===== src/rtl/reg_file_seq.sv =====
// Programmable sequencer for a PE register-file select word: replays a table of
// {inst, repeat} entries on start, optionally looping over the table several times.
module reg_file_seq #(
    parameter int           DEPTH     = 8,
    parameter int           ADDR_W    = 3,
    parameter int           CNT_W     = 8,
    parameter logic [3:0]   IDLE_INST = 4'b0000
) (
    input  logic              clk,
    input  logic              rst_n,
    input  logic              cfg_we,
    input  logic [ADDR_W-1:0] cfg_addr,
    input  logic [3:0]        cfg_inst,
    input  logic [CNT_W-1:0]  cfg_rpt,
    input  logic              start,
    input  logic [ADDR_W-1:0] last_idx,
    input  logic [CNT_W-1:0]  loop_cnt,
    input  logic              abort,
    output logic [3:0]        reg_file_inst,
    output logic              busy,
    output logic              done,
    output logic              cfg_err
);

    // Handshake: start and cfg_we are level strobes sampled every edge; start is
    // accepted only in IDLE, cfg_we only in IDLE without start (else cfg_err pulses).
    typedef enum logic {IDLE, RUN} state_t;

    state_t            state;
    logic [3:0]        tbl_inst [DEPTH];
    logic [CNT_W-1:0]  tbl_rpt  [DEPTH];
    logic [ADDR_W-1:0] idx;
    logic [CNT_W-1:0]  rcnt;
    logic [CNT_W-1:0]  pass;
    logic [ADDR_W-1:0] last_q;
    logic [CNT_W-1:0]  loop_q;

    logic tbl_wr;
    assign tbl_wr = (state == IDLE) && cfg_we && !start;

    always_ff @(posedge clk or negedge rst_n) begin
        if (!rst_n) begin
            for (int i = 0; i < DEPTH; i++) begin
                tbl_inst[i] <= '0;
                tbl_rpt[i]  <= '0;
            end
        end else if (tbl_wr) begin
            tbl_inst[cfg_addr] <= cfg_inst;
            tbl_rpt[cfg_addr]  <= cfg_rpt;
        end
    end

    always_ff @(posedge clk or negedge rst_n) begin
        if (!rst_n) begin
            state         <= IDLE;
            idx           <= '0;
            rcnt          <= '0;
            pass          <= '0;
            last_q        <= '0;
            loop_q        <= '0;
            reg_file_inst <= IDLE_INST;
            busy          <= 1'b0;
            done          <= 1'b0;
            cfg_err       <= 1'b0;
        end else begin
            done    <= 1'b0;
            cfg_err <= cfg_we && ((state == RUN) || start);
            case (state)
                IDLE: begin
                    if (start) begin
                        state         <= RUN;
                        idx           <= '0;
                        rcnt          <= '0;
                        pass          <= '0;
                        last_q        <= last_idx;
                        loop_q        <= loop_cnt;
                        reg_file_inst <= tbl_inst[0];
                        busy          <= 1'b1;
                    end
                end
                RUN: begin
                    if (abort) begin
                        state         <= IDLE;
                        reg_file_inst <= IDLE_INST;
                        busy          <= 1'b0;
                    end else if (rcnt != tbl_rpt[idx]) begin
                        rcnt <= rcnt + CNT_W'(1);
                    end else if (idx != last_q) begin
                        // last_q <= DEPTH-1, so idx never steps past the table end
                        idx           <= idx + ADDR_W'(1);
                        rcnt          <= '0;
                        reg_file_inst <= tbl_inst[idx + ADDR_W'(1)];
                    end else if (pass != loop_q) begin
                        pass          <= pass + CNT_W'(1);
                        idx           <= '0;
                        rcnt          <= '0;
                        reg_file_inst <= tbl_inst[0];
                    end else begin
                        state         <= IDLE;
                        reg_file_inst <= IDLE_INST;
                        busy          <= 1'b0;
                        done          <= 1'b1;
                    end
                end
                default: state <= IDLE;
            endcase
        end
    end

endmodule


===== config.mk =====
export PLATFORM = sky130hd
export DESIGN_NAME = reg_file_seq
export DESIGN_NICKNAME = d
export VERILOG_FILES = /design/src/rtl/reg_file_seq.sv
export SDC_FILE = /design/constraint.sdc
export NUM_CORES = 1
export LEC_CHECK = 0
export BUFFER_PORTS_ARGS = -buffer_cell sky130_fd_sc_hd__buf_4
export CORE_UTILIZATION = 25
export CTS_CLUSTER_SIZE = 24
export DETAILED_ROUTE_END_ITERATION = 16
export PLACE_DENSITY = 0.36
export SLEW_MARGIN = 0
export SYNTH_ARGS = -nofsm -noshare
export SYNTH_HDL_FRONTEND = slang
export SYNTH_SLANG_ARGS = --single-unit

===== constraint.sdc =====
create_clock -name clk -period 3.16 [get_ports clk]
set_clock_uncertainty 0.1 [all_clocks]
set_input_delay 0.474 -clock clk [delete_from_list [all_inputs] [get_ports clk]]
set_output_delay 0.474 -clock clk [all_outputs]
set_load 0.03 [all_outputs]

==> results by group, run 1 <==
Status
  • Outcome: complete, no violations

Hold path
  • Worst Hold Path EP: loop_q[2]
  • HP Start: loop_cnt[2]
  • HP Class: in -> reg
  • Hold-critical path depth: 3

Place
  • GPL Wtd Cong: 0.742
  • Inst Count DP: 878
  • IO Port Bufs: 37
  • DP Wirelength: 11200 um

Power
  • Leak: 0.00354 uW
  • Power Dens Cells: 908 mW/mm2
  • Max VDD drop: 0.291 mV

STA
  • Setup TNS: 0 ps
  • Ratio of final minimum period to clock period: 0.943
  • Final Setup Violations: 0
  • Fmax: about 340 MHz
  • RSZ-0062 raised after global routing: false
  • Worst Tran Pin Value: approximately 850 ps
  • Final Max Tran Viols: 0
  • Max-slew headroom: 0.429
  • Min Tclk post-route: 2980 ps
  • Count of final hold-check violations: 0

Global routing
  • Vias in the first global route: 4487
  • GR Overflow Total: 0
  • GRT Total Usage: 0.136
  • Largest net degree at the start of global routing: 53
  • Global-route wire length before repair: 26800 um
  • Antenna violations before repair: 0

Setup path
  • Type of origin of the critical path: flip-flop
  • Cell chain of the critical path: mux4_1 -> mux2i_1 -> xor2_1 -> o2111ai_2 -> o31ai_4 -> o21a_1 -> mux2_2
  • Worst-path cell with the longest stage delay: mux4_1
  • Crit-path leading delay family: multiplexers
  • Critical path class: reg -> reg
  • Maximum single-stage delay on the critical path: ~570 ps
  • CP Buf/Inv Count: 0
  • Required @ worst endpoint: roughly 3400 ps
  • Worst Reg-to-Reg Cells: 7
  • Reg-to-reg setup timing slack: 180 ps
  • Worst R2R End: reg_file_inst[3]
  • Critical Path End Type: flip-flop
  • Critical path fanouts, max: 8
  • Crit path arrival time: 3180 ps
  • Reg2reg start: idx[1]

Finish
  • Non-filler cells, final: about 910
  • # diodes: 0
  • Share of layout cells above drive strength 1: 0.384
  • Area Growth Syn to Fin: 22.7%
  • Final nets: 602

Synthesis
  • Asr flop ratio synth: 1.00
  • Register area share after synthesis: 0.517
  • Most used DFF post-synth: dfrtp_1
  • Most common cell in the netlist: dfrtp_1
  • Area leader, netlist: dfrtp_1
  • Syn nets: 543
  • EDFF count, synth: 0
  • Synth Instances: between 500 and 600
  • Syn. warnings: 0
  • Syn Area/Cell: 12.7 um2
  • Synth cell types: 47
  • Synth top area share: 0.517
  • Most common library cells after synthesis: 134 x dfrtp_1, 104 x mux2_2, 59 x nand2_1
  • Synth Cell Area: roughly 0.0065 mm2
  • Area contributors post-synth: dfrtp_1 52%, mux2_2 18%, mux4_2 4.9%
  • Yosys reg bits: 134

Route
  • DRT Wirelength: ~17000 um
  • DRT iter0 DRCs: 189
  • DRT Pass-1 Iters: 4
  • Via count: 4208
  • Post-route ant nets: 0
  • DRC Markers: 0
  • Routed length per placed instance: 18.2 um
  • Routed vias/inst: 4.62

Clock tree
  • H-tree levels: 4
  • Reg clk slew, reported paths: about 70 ps
  • Sink Count: 134
  • Max Buffers Root-to-Sink: 2
  • Cts bufs inserted: 17
  • Clock Latency Late Sink: 430 ps
  • Clock root cell: clkbuf_16
  • CTS tree: done

Floorplan
  • I/O pin cnt: 38
  • Chip width: 163 um
  • Die ar.: roughly 0.027 mm2
  • Die height: 163 um
  • Initial Util: 0.256
  • Core area: 0.0253 mm2
  • Row cnt: 58

Job
  • Max-cap viol count: 0
[worst reg2reg max path: stages (launching register included)]
cell and delay [ps]:
dfrtp_2 490, mux4_1 570, mux2i_1 320, xor2_1 200, o2111ai_2 190, o31ai_4 360, o21a_1 270, mux2_2 360
[logic make-up after synthesis]
| group | after synthesis | synth area share |
|---|---|---|
| AO/OA/AOI/OAI | 43 | 0.0488 |
| adder cells (fa/ha/maj) | 3 | 0.00579 |
| flip-flops | 134 | 0.517 |
| buffers and inverters | 32 | 0.0210 |
| multiplexers | 145 | 0.281 |
| AND/OR/NAND/NOR | 134 | 0.102 |
| XOR/XNOR | 18 | 0.0243 |
[flip-flops by register name, indices dropped and copies added, names as in the netlist]
signal and cells:
busy 1, cfg_err 1, done 1, idx 3
last_q 3, loop_q 8, pass 8, rcnt 8
reg_file_inst 4, state 1, tbl_inst 32, tbl_rpt 64
[cell usage in the layout, fill, tap and decap left out, types with 3 or more instances in the layout]
| master | count |
|---|---|
| nand2_1 | 59 |
| inv_8 | 3 |
| buf_4 | 61 |
| a211o_1 | 5 |
| nor2_1 | 15 |
| buf_12 | 3 |
| and2_1 | 3 |
| nor2b_1 | 10 |
| ha_1 | 3 |
| nor3_1 | 8 |
| inv_6 | 5 |
| nand3_1 | 10 |
| clkbuf_16 | 17 |
| xnor2_1 | 12 |
| inv_1 | 6 |
| dfrtp_1 | 132 |
| xor2_1 | 6 |
| mux4_2 | 14 |
| nor3b_1 | 5 |
| mux4_1 | 4 |
| a21oi_1 | 4 |
| bufinv_16 | 3 |
| o21ai_0 | 9 |
| mux2_2 | 104 |
| and3_1 | 10 |
| a22oi_1 | 9 |
| o22ai_1 | 6 |
| mux2i_1 | 23 |
[through the flow]
stage	utilization	hold WS [ps]	setup WS [ps]	total power, uW	cell area [um2]
3_5_place_dp	0.289	309	71.7	5140	7310
4_1_cts	0.314	117	45.4	7350	7960
3_3_place_gp	0.289	299	139	5080	7310
5_1_grt	0.314	132	17.0	7720	7960
2_1_floorplan	-	78.4	309	4330	6480
6_report	0.314	141	182	7230	7960
[layout make-up]
type                            instances  area, um2
Timing Repair Buffer                   66        539
Multi-Input combinational cell        343       2990
Inverter                                6       22.5
Sequential cell                       134       3360
Clock inverter                         15        208
Tap cell                              330        413
Clock buffer                           17        425
Fill cell                            2508      17400
[worst max path at each step]
stage | startpoint | end | slack, ps | depth (start not counted)
floorplan | idx[2] | reg_file_inst[0] | 310 | 8
global placement | idx[1] | reg_file_inst[0] | 140 | 7
detailed placement | idx[1] | reg_file_inst[3] | 70 | 7
CTS | idx[1] | reg_file_inst[3] | 50 | 7
global route | idx[2] | pass[6] | 20 | 10
finish | idx[1] | reg_file_inst[3] | 180 | 7
[metal layers]
| layer | wire (um) | global-route usage | vias to the layer above | share of wire |
|---|---|---|---|---|
| met3 | 379 | 0.0274 | 16 | 0.023 |
| met4 | 185 | 0.0421 | 0 | 0.011 |
| met5 | 0 | 0 | - | 0 |
| li1 | - | - | 1964 | - |
| met1 | 8060 | 0.182 | 2176 | 0.49 |
| met2 | 7970 | 0.220 | 52 | 0.48 |
[where the power goes]
group	switching, uW	internal [uW]
logic	1050	1230
registers	418	2370
clock network	881	1280
total	2350	4880
[repair_timing]
| item | 4_1_cts | 5_1_grt |
|---|---|---|
| hold buffers | 1 | 0 |
| endpoints found under the hold margin | 32 | 0 |
| endpoints found under the setup margin | 0 | 16 |
| setup buffers | 0 | 0 |
| resized for setup | 0 | 1 |
Note: power is estimated with default switching activity, not from simulation.
==> inputs of run 2 (changes only) <==
--- a/config.mk
+++ b/config.mk
@@ -6,10 +6,13 @@
 export NUM_CORES = 1
 export LEC_CHECK = 0
 export BUFFER_PORTS_ARGS = -buffer_cell sky130_fd_sc_hd__buf_4
+export CORE_ASPECT_RATIO = 0.5
+export CORE_MARGIN = 10
 export CORE_UTILIZATION = 25
 export CTS_CLUSTER_SIZE = 24
 export DETAILED_ROUTE_END_ITERATION = 16
 export PLACE_DENSITY = 0.36
+export SETUP_SLACK_MARGIN = 0.4
 export SLEW_MARGIN = 0
 export SYNTH_ARGS = -nofsm -noshare
 export SYNTH_HDL_FRONTEND = slang
==> run 2 against run 1 <==
Effect of this change:
- critical path depth rose by 3
- via count increased by 1.9%
- sequential power about the same
- worst hold slack about the same
- global-route usage shrank 2.7 points
- worst setup slack improved by 220 ps
- clock power is 8% lower
==> results by group, run 2 (synthesized netlist as in run 1, its figures left out) <==
Status
  • Outcome: complete, no violations

Floorplan
  • Chip width: 248 um (+52%)
  • Die ar.: 0.0332 mm2 (+25%)
  • Row cnt: 41 (-29%)
  • Die height: 134 um (-18%)
  • I/O pin cnt: 38 (unchanged)
  • Initial Util: 0.256 (about the same)
  • Core area: 0.0253 mm2 (about the same)

Power
  • NetSw: 2460 uW (+4.5%)
  • Overall Power: 7690 uW (+6.3%)
  • Max VDD drop: 0.469 mV (+61%)
  • Sw Share: 0.319 (-0.00551)
  • Clk pwr share: 0.258 (-0.041)
  • Pint: 5230 uW (+7.2%)
  • Power Dens Cells: 914 mW/mm2 (+0.61%)
  • Comb pwr share: 0.380 (+0.064)
  • Sequential share of power: 0.362 (-0.023)
  • Leak: 0.00368 uW (+4.1%)

Route
  • Routed vias/inst: 4.54 (-1.8%)
  • DRT Pass-1 Iters: 4 (unchanged)
  • DRT iter0 DRCs: 213 (+13%)
  • Routed length per placed instance: 18.7 um (+2.9%)
  • Post-route ant nets: 0 (unchanged)
  • DRT Wirelength: 17700 um (+6.8%)
  • Via count: 4286 (+1.9%)
  • DRC Markers: 0 (unchanged)

Finish
  • Most frequent cells in the layout: 131 x dfrtp_1, 99 x mux2_2, 67 x buf_4
  • Share of layout cells above drive strength 1: 0.456 (+0.0721)
  • Largest regs: tbl_rpt: 64 flops, tbl_inst: 32 flops
  • # diodes: 0 (unchanged)
  • Commonest non-fill, non-tap cell in the layout: dfrtp_1
  • Fin area: 0.00841 mm2 (+5.7%)
  • Area Growth Syn to Fin: 29.7%
  • Final nets: 622 (+3.3%)
  • Final Util: 0.332 (+0.0177)
  • Largest register FFs: 64 (unchanged)
  • Largest Register: tbl_rpt

Global routing
  • Global-route wire length before repair: 27400 um (+2.1%)
  • Antenna violations before repair: 0 (unchanged)
  • GRT Total Usage: 0.109 (-0.0274)
  • Vias in the first global route: 4408 (-1.8%)
  • Largest net degree at the start of global routing: 68 (+28%)
  • GR Overflow Total: 0 (unchanged)

Clock tree
  • Max Buffers Root-to-Sink: 2 (unchanged)
  • CTS tree: done
  • Clock root cell: clkbuf_16
  • Cts bufs inserted: 17 (unchanged)
  • H-tree levels: 4 (unchanged)
  • Sink Count: 134 (unchanged)
  • Reg clk slew, reported paths: 60 ps (about the same)
  • Clock Latency Late Sink: 420 ps (about the same)

STA
  • Final Setup Violations: 0 (unchanged)
  • Worst Tran Pin Value: 863 ps (+8.87 ps)
  • RSZ-0062 raised after global routing: true
  • Count of final hold-check violations: 0 (unchanged)
  • Ratio of final minimum period to clock period: 0.874 (-0.0690)
  • Fmax: 362 MHz (+7.9%)
  • Hold WS: 141 ps (+0.416 ps)
  • Min Tclk post-route: 2760 ps (-218 ps)
  • Final Max Tran Viols: 0 (unchanged)
  • Setup TNS: 0 ps (unchanged)
  • Max-slew headroom: 0.423 (-0.00593)

Setup path
  • Required @ worst endpoint: 3420 ps (+50 ps)
  • Crit path arrival time: 3020 ps (-160 ps)
  • Critical path class: reg -> reg
  • Critical path fanouts, max: 7 (-1)
  • Critical Path End Type: flip-flop
  • Type of origin of the critical path: flip-flop

Place
  • GPL Wtd Cong: 0.694 (-6.4%)
  • IO Port Bufs: 37 (unchanged)
  • DP Wirelength: 11700 um (+4.4%)
  • Placed Instance Area: 0.00732 mm2 (about the same)

Job
  • Max-cap viol count: 0 (unchanged)

Hold path
  • HP Class: in -> reg
-- run 2: cell count changes in the layout (fill, tap and decap cells not counted), sizes merged --
cell / previous run / this run
clkinv: 2 / 5
bufbuf: 0 / 1
bufinv: 3 / 2
buf: 65 / 82
clkbuf: 17 / 25
inv: 14 / 6
-- run 2: final timing paths --
path                            slack [ps]     endpoint   startpoint  depth (start not counted)
worst max-delay path                   400      rcnt[6]       idx[1]                         10
max in group asynchronous             1670  tbl_rpt[19]        rst_n                          3
min in group asynchronous              520  tbl_rpt[52]        rst_n                          2
worst min-delay path                   140    last_q[2]  last_idx[2]                          3
worst min register to register         400    last_q[1]    last_q[1]                          2
worst max register to register         400      rcnt[6]       idx[1]                         10
-- run 2: worst max-delay path: stages, from the launching register on --
cell and delay [ps]:
dfrtp_2 490, mux4_2 540, mux2i_2 180, xor2_1 250, o2111ai_4 210, o31ai_4 280
buf_6 150, buf_6 110, and2_4 130, buf_6 120, a211o_1 120
-- run 2: per-stage QoR --
stage / cells / setup WS (ps)
3_5_place_dp: 890 / 124
5_1_grt: 945 / 239
4_1_cts: 931 / 372
6_report: 945 / 400
2_1_floorplan: 509 / 405
3_3_place_gp: 890 / 171
-- run 2: area by class of cell --
type                       instances  area (um2)
sequential                       134        3360
clock inverter                     9         100
multi-input combinational        343        3210
timing repair buffer              86         808
tap                              344         430
inverter                           6        22.5
fill                            2552       16900
clock buffer                      23         478
-- run 2: power groups by stage --
stage	clock [uW]	combinational, uW	sequential (uW)
5_1_grt	2120	3170	2860
4_1_cts	2050	2570	2790
6_report	1980	2920	2780
2_1_floorplan	0	1650	2690
3_3_place_gp	0	2290	2820
3_5_place_dp	0	2310	2810
-- run 2: what timing repair did --
action	CTS	global route
setup endpoints to repair	23	23
buffers inserted	7	11
hold buffers	1	0
endpoints found under the hold margin	29	0
gates resized for setup	26	39
pin swaps	4	16
cloned	1	3
-- run 2: per-layer routing --
metal,track usage,share of wire
met5,0,0
met3,0.0295,0.027
met1,0.149,0.51
met4,0.0333,0.010
met2,0.163,0.45
